### config.mk
export PLATFORM = sky130hd
export DESIGN_NAME = pe_accumulator_flat
export DESIGN_NICKNAME = d
export VERILOG_FILES = /design/src/rtl/pe_acc_if.sv /design/src/rtl/pe_accumulator.sv /design/src/flat_wrapper.sv
export SDC_FILE = /design/constraint.sdc
export NUM_CORES = 1
export LEC_CHECK = 0
export ABC_AREA = 0
export CAP_MARGIN = 10
export CORE_MARGIN = 2
export CORE_UTILIZATION = 45
export CTS_CLUSTER_DIAMETER = 150
export CTS_CLUSTER_SIZE = 28
export DETAILED_ROUTE_END_ITERATION = 12
export PLACE_DENSITY = 0.75
export SLEW_MARGIN = 20
export SYNTH_ARGS = -nofsm -noshare
export SYNTH_HDL_FRONTEND = slang
export SYNTH_SLANG_ARGS = --single-unit
export TNS_END_PERCENT = 30
### constraint.sdc
create_clock -name clk -period 2.8 [get_ports clk]
set_clock_uncertainty 0.15 [all_clocks]
set_input_delay 0.7 -clock clk [delete_from_list [all_inputs] [get_ports clk]]
set_output_delay 0.7 -clock clk [all_outputs]
set_load 0.01 [all_outputs]
### src/rtl/pe_acc_if.sv
// ---------------------------------------------------------------------------
// pe_acc_if
// Handshake bundle between the PE multiplier stream and pe_accumulator.
//   start/len            : vector command (len sampled with start)
//   in_valid/in_ready    : product beat handshake, in_data signed product
//   out_valid/out_ready  : result handshake, out_data signed sum
//   busy                 : accumulator is working on or holding a vector
//   ovf                  : sticky saturation flag for the current vector
// master = producer/consumer side, slave = pe_accumulator.
// ---------------------------------------------------------------------------
interface pe_acc_if #(
    parameter int DATA_WIDTH = 8,
    parameter int ACC_WIDTH  = 24,
    parameter int LEN_WIDTH  = 10
);
    logic                  start;
    logic [LEN_WIDTH-1:0]  len;
    logic                  in_valid;
    logic                  in_ready;
    logic [DATA_WIDTH-1:0] in_data;
    logic                  out_valid;
    logic                  out_ready;
    logic [ACC_WIDTH-1:0]  out_data;
    logic                  busy;
    logic                  ovf;

    modport master (
        output start, len, in_valid, in_data, out_ready,
        input  in_ready, out_valid, out_data, busy, ovf
    );

    modport slave (
        input  start, len, in_valid, in_data, out_ready,
        output in_ready, out_valid, out_data, busy, ovf
    );
endinterface

### src/rtl/pe_accumulator.sv
// ---------------------------------------------------------------------------
// pe_accumulator
// Sums a vector of signed PE products into a wide signed accumulator and
// returns one dot-product result per vector.
//   clk  : clock, rising edge
//   rst  : asynchronous, active-high reset
//   bus  : pe_acc_if.slave (start/len command, in_* product stream,
//          out_* result stream, busy, ovf)
// Optional feature: define PE_ACC_SAT_EN to make every add saturate to the
// signed ACC_WIDTH range and raise the sticky ovf flag on any clamp. Without
// it additions wrap modulo 2**ACC_WIDTH and ovf stays 0.
// ---------------------------------------------------------------------------
module pe_accumulator #(
    parameter int DATA_WIDTH = 8,
    parameter int ACC_WIDTH  = 24,
    parameter int LEN_WIDTH  = 10
) (
    input  logic     clk,
    input  logic     rst,
    pe_acc_if.slave  bus
);

    typedef enum logic [1:0] {
        S_IDLE  = 2'd0,
        S_ACCUM = 2'd1,
        S_HOLD  = 2'd2
    } state_t;

    state_t                state_q, state_d;
    logic [ACC_WIDTH-1:0]  acc_q, acc_d;
    logic [LEN_WIDTH-1:0]  count_q, count_d;
    logic [LEN_WIDTH-1:0]  len_q, len_d;
    logic                  ovf_q, ovf_d;

    logic [ACC_WIDTH-1:0]  in_sext;
    logic [ACC_WIDTH-1:0]  sum;
    logic                  sum_clamped;

    assign in_sext = {{(ACC_WIDTH-DATA_WIDTH){bus.in_data[DATA_WIDTH-1]}}, bus.in_data};

`ifdef PE_ACC_SAT_EN
    // One guard bit: the add overflowed when the two top bits disagree, and
    // the guard bit then gives the true sign, i.e. which rail to clamp to.
    logic [ACC_WIDTH:0] sum_wide;

    always_comb begin
        sum_wide    = {acc_q[ACC_WIDTH-1], acc_q} + {in_sext[ACC_WIDTH-1], in_sext};
        sum_clamped = sum_wide[ACC_WIDTH] ^ sum_wide[ACC_WIDTH-1];
        sum         = sum_wide[ACC_WIDTH-1:0];
        if (sum_clamped) begin
            sum = sum_wide[ACC_WIDTH] ? {1'b1, {(ACC_WIDTH-1){1'b0}}}
                                      : {1'b0, {(ACC_WIDTH-1){1'b1}}};
        end
    end
`else
    assign sum         = acc_q + in_sext;
    assign sum_clamped = 1'b0;
`endif

    // Next-state and datapath update.
    always_comb begin
        // NOTE: every signal driven here gets a default first so no path
        // leaves it unassigned, which would infer a latch.
        state_d = state_q;
        acc_d   = acc_q;
        count_d = count_q;
        len_d   = len_q;
        ovf_d   = ovf_q;

        unique case (state_q)
            S_IDLE: begin
                if (bus.start) begin
                    acc_d   = '0;
                    count_d = '0;
                    len_d   = bus.len;
                    ovf_d   = 1'b0;
                    // An empty vector goes straight to HOLD with result 0.
                    state_d = (bus.len == '0) ? S_HOLD : S_ACCUM;
                end
            end
            S_ACCUM: begin
                // in_ready is high for the whole state, so in_valid alone
                // marks an accepted beat.
                if (bus.in_valid) begin
                    acc_d   = sum;
                    ovf_d   = ovf_q | sum_clamped;
                    count_d = count_q + LEN_WIDTH'(1);
                    if (count_q == len_q - LEN_WIDTH'(1)) begin
                        state_d = S_HOLD;
                    end
                end
            end
            S_HOLD: begin
                if (bus.out_ready) begin
                    state_d = S_IDLE;
                end
            end
            default: state_d = S_IDLE;
        endcase
    end

    // NOTE: sequential state uses non-blocking assignments so every flop
    // samples the pre-edge values of the others; the reset is asynchronous
    // and clears all state including the accumulator.
    always_ff @(posedge clk or posedge rst) begin
        if (rst) begin
            state_q <= S_IDLE;
            acc_q   <= '0;
            count_q <= '0;
            len_q   <= '0;
            ovf_q   <= 1'b0;
        end else begin
            state_q <= state_d;
            acc_q   <= acc_d;
            count_q <= count_d;
            len_q   <= len_d;
            ovf_q   <= ovf_d;
        end
    end

    // Outputs are the accumulator register or decodes of the state register.
    // acc_q is only cleared by start, so out_data keeps its value in IDLE.
    assign bus.in_ready  = (state_q == S_ACCUM);
    assign bus.out_valid = (state_q == S_HOLD);
    assign bus.busy      = (state_q != S_IDLE);
    assign bus.out_data  = acc_q;
    assign bus.ovf       = ovf_q;

endmodule
### src/flat_wrapper.sv
// flat-port wrapper written by rule: the top's interface ports become plain ports
module pe_accumulator_flat 
#(
    parameter int DATA_WIDTH = 8,
    parameter int ACC_WIDTH  = 24,
    parameter int LEN_WIDTH  = 10
)
  (clk, rst, bus_start, bus_len, bus_in_valid, bus_in_data, bus_out_ready, bus_in_ready, bus_out_valid, bus_out_data, bus_busy, bus_ovf);
  pe_acc_if #(.DATA_WIDTH(DATA_WIDTH), .ACC_WIDTH(ACC_WIDTH), .LEN_WIDTH(LEN_WIDTH)) bus_i ();
  input  logic clk;
  input  logic rst;
  input wire logic [$bits(bus_i.start)-1:0] bus_start;
  input wire logic [$bits(bus_i.len)-1:0] bus_len;
  input wire logic [$bits(bus_i.in_valid)-1:0] bus_in_valid;
  input wire logic [$bits(bus_i.in_data)-1:0] bus_in_data;
  input wire logic [$bits(bus_i.out_ready)-1:0] bus_out_ready;
  output wire logic [$bits(bus_i.in_ready)-1:0] bus_in_ready;
  output wire logic [$bits(bus_i.out_valid)-1:0] bus_out_valid;
  output wire logic [$bits(bus_i.out_data)-1:0] bus_out_data;
  output wire logic [$bits(bus_i.busy)-1:0] bus_busy;
  output wire logic [$bits(bus_i.ovf)-1:0] bus_ovf;
  assign bus_i.start = bus_start;
  assign bus_i.len = bus_len;
  assign bus_i.in_valid = bus_in_valid;
  assign bus_i.in_data = bus_in_data;
  assign bus_i.out_ready = bus_out_ready;
  assign bus_in_ready = bus_i.in_ready;
  assign bus_out_valid = bus_i.out_valid;
  assign bus_out_data = bus_i.out_data;
  assign bus_busy = bus_i.busy;
  assign bus_ovf = bus_i.ovf;
  pe_accumulator #(.DATA_WIDTH(DATA_WIDTH), .ACC_WIDTH(ACC_WIDTH), .LEN_WIDTH(LEN_WIDTH)) u_core (.clk(clk), .rst(rst), .bus(bus_i));
endmodule
==> qor.txt <==
Number of instances in the synthesized netlist - 377
Initial core utilization - 0.460
Static leakage power - 2.11 nW
Status - finished, final reports clean
Minimum setup slack among reg-to-reg paths - 80 ps
Diode count - 0
Antenna violations before repair - 0
Terminus of the critical flop-to-flop path - u_core.bus.out_data[17]
Gpl congestion - 0.860
Maximum frequency from static timing analysis - 0.360 GHz
Commonest non-fill, non-tap cells in the layout - buf_4, dfrtp_1, nand2_1
Post-layout nets - 539
Total global routing track utilization - 0.235
Clock tree from TritonCTS - yes
Total number of vias - 3250
Commonest non-fill, non-tap cell in the layout - buf_4
Max clock buf depth - 2
Hold-fix buffers at CTS - 0
Tmin final - 2780 ps
RR Startpoint - u_core.bus.out_data[3]
Area of the mapped netlist - 3320 um^2
Multi-input gate area in the final layout - 2300 um^2
Ranking of synthesized cells by area - dfrtp_1, ha_1, xnor2_1
Grt ovf - 0
Worst-margin pin slew - 529 ps
Share of post-route cells with drive strength above 1 - 0.248
PwrDens - 1120 nW/um^2
Clock root cell - clkbuf_8
Launch instance of the worst min-delay path - u_core.state_q[1]
DR vias/cell - 5.51
Final design area excluding fillers - 4740 um^2
Synth Warn # - 0
Wire length of the first global-routing pass - 15.6 mm
Vertical die dimension - 89.9 um
Post-Place Cells - 577
Number of pins with negative max-slew slack in the final report - 0
Placed cell area - 4390 um^2
Die width - 89.9 um
Final cell utilization of the core - 0.657
Skew-Pair Late Insertion Delay - 310 ps
Clock tree sinks - 46
Syn Nets - 426
Largest fanout on the critical path - 6
Setup-failing EPs final - 0
Area of the die - 8080 um^2
Unique cell type count in the Yosys netlist - 57
Avg Inst Size Synth - 8.80 um^2
Std-Cell Core Area - 7210 um^2
# fillers - 566
Number of enable flip-flop cells after synthesis - 0
Primary FF master, synth - dfrtp_1
Post-detailed-route DRC marker count - 0
Quantity of I/O buffers inserted on ports - 49
Worst hold stages - 1
Final cell count without fillers - 590
Period Utilization, post-route - 0.993
Largest net degree at the start of global routing - 27
Relative slew slack - 0.646
Antenna Violating Nets Remaining - 0
Summed negative setup slack over all endpoints - 0 ps
Layout overhead on the synthesized area - 42.8%
Fraction of registers with async set or reset after synthesis - 1.00
Kind of critical path - primary input to flip-flop
Drt first pass iters - 4
FF/Latch Area - 1150 um^2
Site Rows - 31
Number of global-route vias before repair - 3342
Critical path launch point type - primary input
Detailed-route wire length - 9.42 mm
Total of flip-flops plus latches after synthesis - 46
Sequential area share after synthesis - 0.347
Final Hold Fails - 0
FF-to-FF path depth - 9
Share of Yosys cell area claimed by the top area cell type - 0.347
Kind of capture point of the worst setup path - flip-flop
Routed wire length per instance - 16.0 um
Clock-pin slew reported for the worst setup and hold paths after clock tree synthesis - 90 ps
CP arrival - 2830 ps
Cell accounting for the most synthesized area - dfrtp_1
Count of pins on the block boundary - 51
RSZ-0062 raised after global routing - true
HPWL after detailed placement - 6.41 mm
Initial DRC count - 153
Maximum resistive drop on vdd - 644 uV
Level count of the clock H-tree - 2
Path type of the worst min-delay path - flip-flop to flip-flop
Clock buffers created by TritonCTS - 5
Number of maximum-capacitance constraint violations - 0
Endpoint of the worst hold-timing path - u_core.state_q[0]
Endpoint required time on the critical path - 2850 ps
## how the worst max path moves through the flow
stage	startpoint	slack [ps]	endpoint
6_report	bus_in_data[7]	20	u_core.bus.out_data[17]
3_5_place_dp	bus_in_data[0]	-620	u_core.bus.out_data[22]
3_3_place_gp	bus_in_data[7]	-600	u_core.bus.out_data[23]
4_1_cts	bus_in_data[7]	10	u_core.bus.out_data[23]
2_1_floorplan	bus_in_data[1]	-20	u_core.bus.out_data[17]
5_1_grt	bus_in_data[7]	-50	u_core.bus.out_data[22]
## report_power, final
part,internal (mW),switching [mW],leakage [nW]
clock,0.263,0.239,0.0579
sequential,0.955,0.365,0.566
combinational,1.89,1.60,1.48
## metrics by stage
step / setup WS (ps) / hold slack (ps) / power (mW)
2_1_floorplan: -24.0 / 292 / 3.09
3_3_place_gp: -601 / 319 / 4.31
3_5_place_dp: -622 / 336 / 4.40
4_1_cts: 11.3 / 351 / 5.18
5_1_grt: -55.0 / 363 / 5.70
6_report: 18.6 / 353 / 5.31
## worst max-delay path, cell delays in order
cell	delay [ps]
clkdlybuf4s15_1	230
buf_6	180
ha_4	240
and3_1	200
a21boi_2	160
o311a_1	360
or4_1	520
a32o_1	230
## repair_timing
action,CTS,global route
buffers inserted,4,0
gates cloned,1,0
pin swaps,23,7
setup endpoints to repair,9,7
gates resized for setup,49,8
## kinds of logic after synthesis
group / count (synthesis) / share of synthesized area
other: 1 / 0.00113
AO/OA/AOI/OAI: 104 / 0.204
multiplexers: 12 / 0.0388
AND/OR/NAND/NOR: 128 / 0.187
flip-flops: 46 / 0.347
XOR/XNOR: 35 / 0.0924
buffers and inverters: 25 / 0.0294
adder cells (fa/ha/maj): 26 / 0.100
## final cells by class
class / count / area share
Timing Repair Buffer: 116 / 0.211
Clock inverter: 3 / 0.00845
Clock buffer: 5 / 0.0145
Sequential cell: 46 / 0.243
Tap cell: 99 / 0.0261
Multi-Input combinational cell: 306 / 0.485
Inverter: 15 / 0.0119
## routing by layer
layer / up-vias / wire length (um) / global-route usage
li1: 1582 / - / -
met1: 1548 / 3950 / 0.278
met2: 90 / 4790 / 0.424
met3: 30 / 359 / 0.0369
met4: 0 / 318 / 0.101
met5: - / 0 / 0
## registers in the layout, indices dropped and copies added, names as in the netlist
signal / flops
u_core.len_q: 10
u_core.bus.out_data: 24
u_core.count_q: 10
u_core.state_q: 2
## synthesized netlist by cell type, types with 2 or more instances
cell type / count
a21oi_2: 2
a21oi_1: 21
a21o_1: 9
ha_1: 25
o21bai_1: 3
o21ai_0: 32
nor4_1: 4
nor2b_1: 8
and4_1: 2
mux2_2: 7
or2_2: 3
and2_1: 3
xor2_1: 16
a41oi_1: 2
o22ai_1: 3
o31a_1: 2
and3_1: 3
mux2i_1: 5
nor2_1: 27
a31oi_1: 3
or3_1: 2
o31ai_1: 3
a211o_1: 3
a22o_1: 3
nand4_1: 4
inv_1: 15
clkbuf_1: 9
o211ai_1: 2
nand2_1: 42
or4_1: 2
a211oi_1: 2
nor3_1: 9
dfrtp_1: 46
nand3_1: 9
nand2b_1: 6
xnor2_1: 19
(Power assumes the default switching activity.)
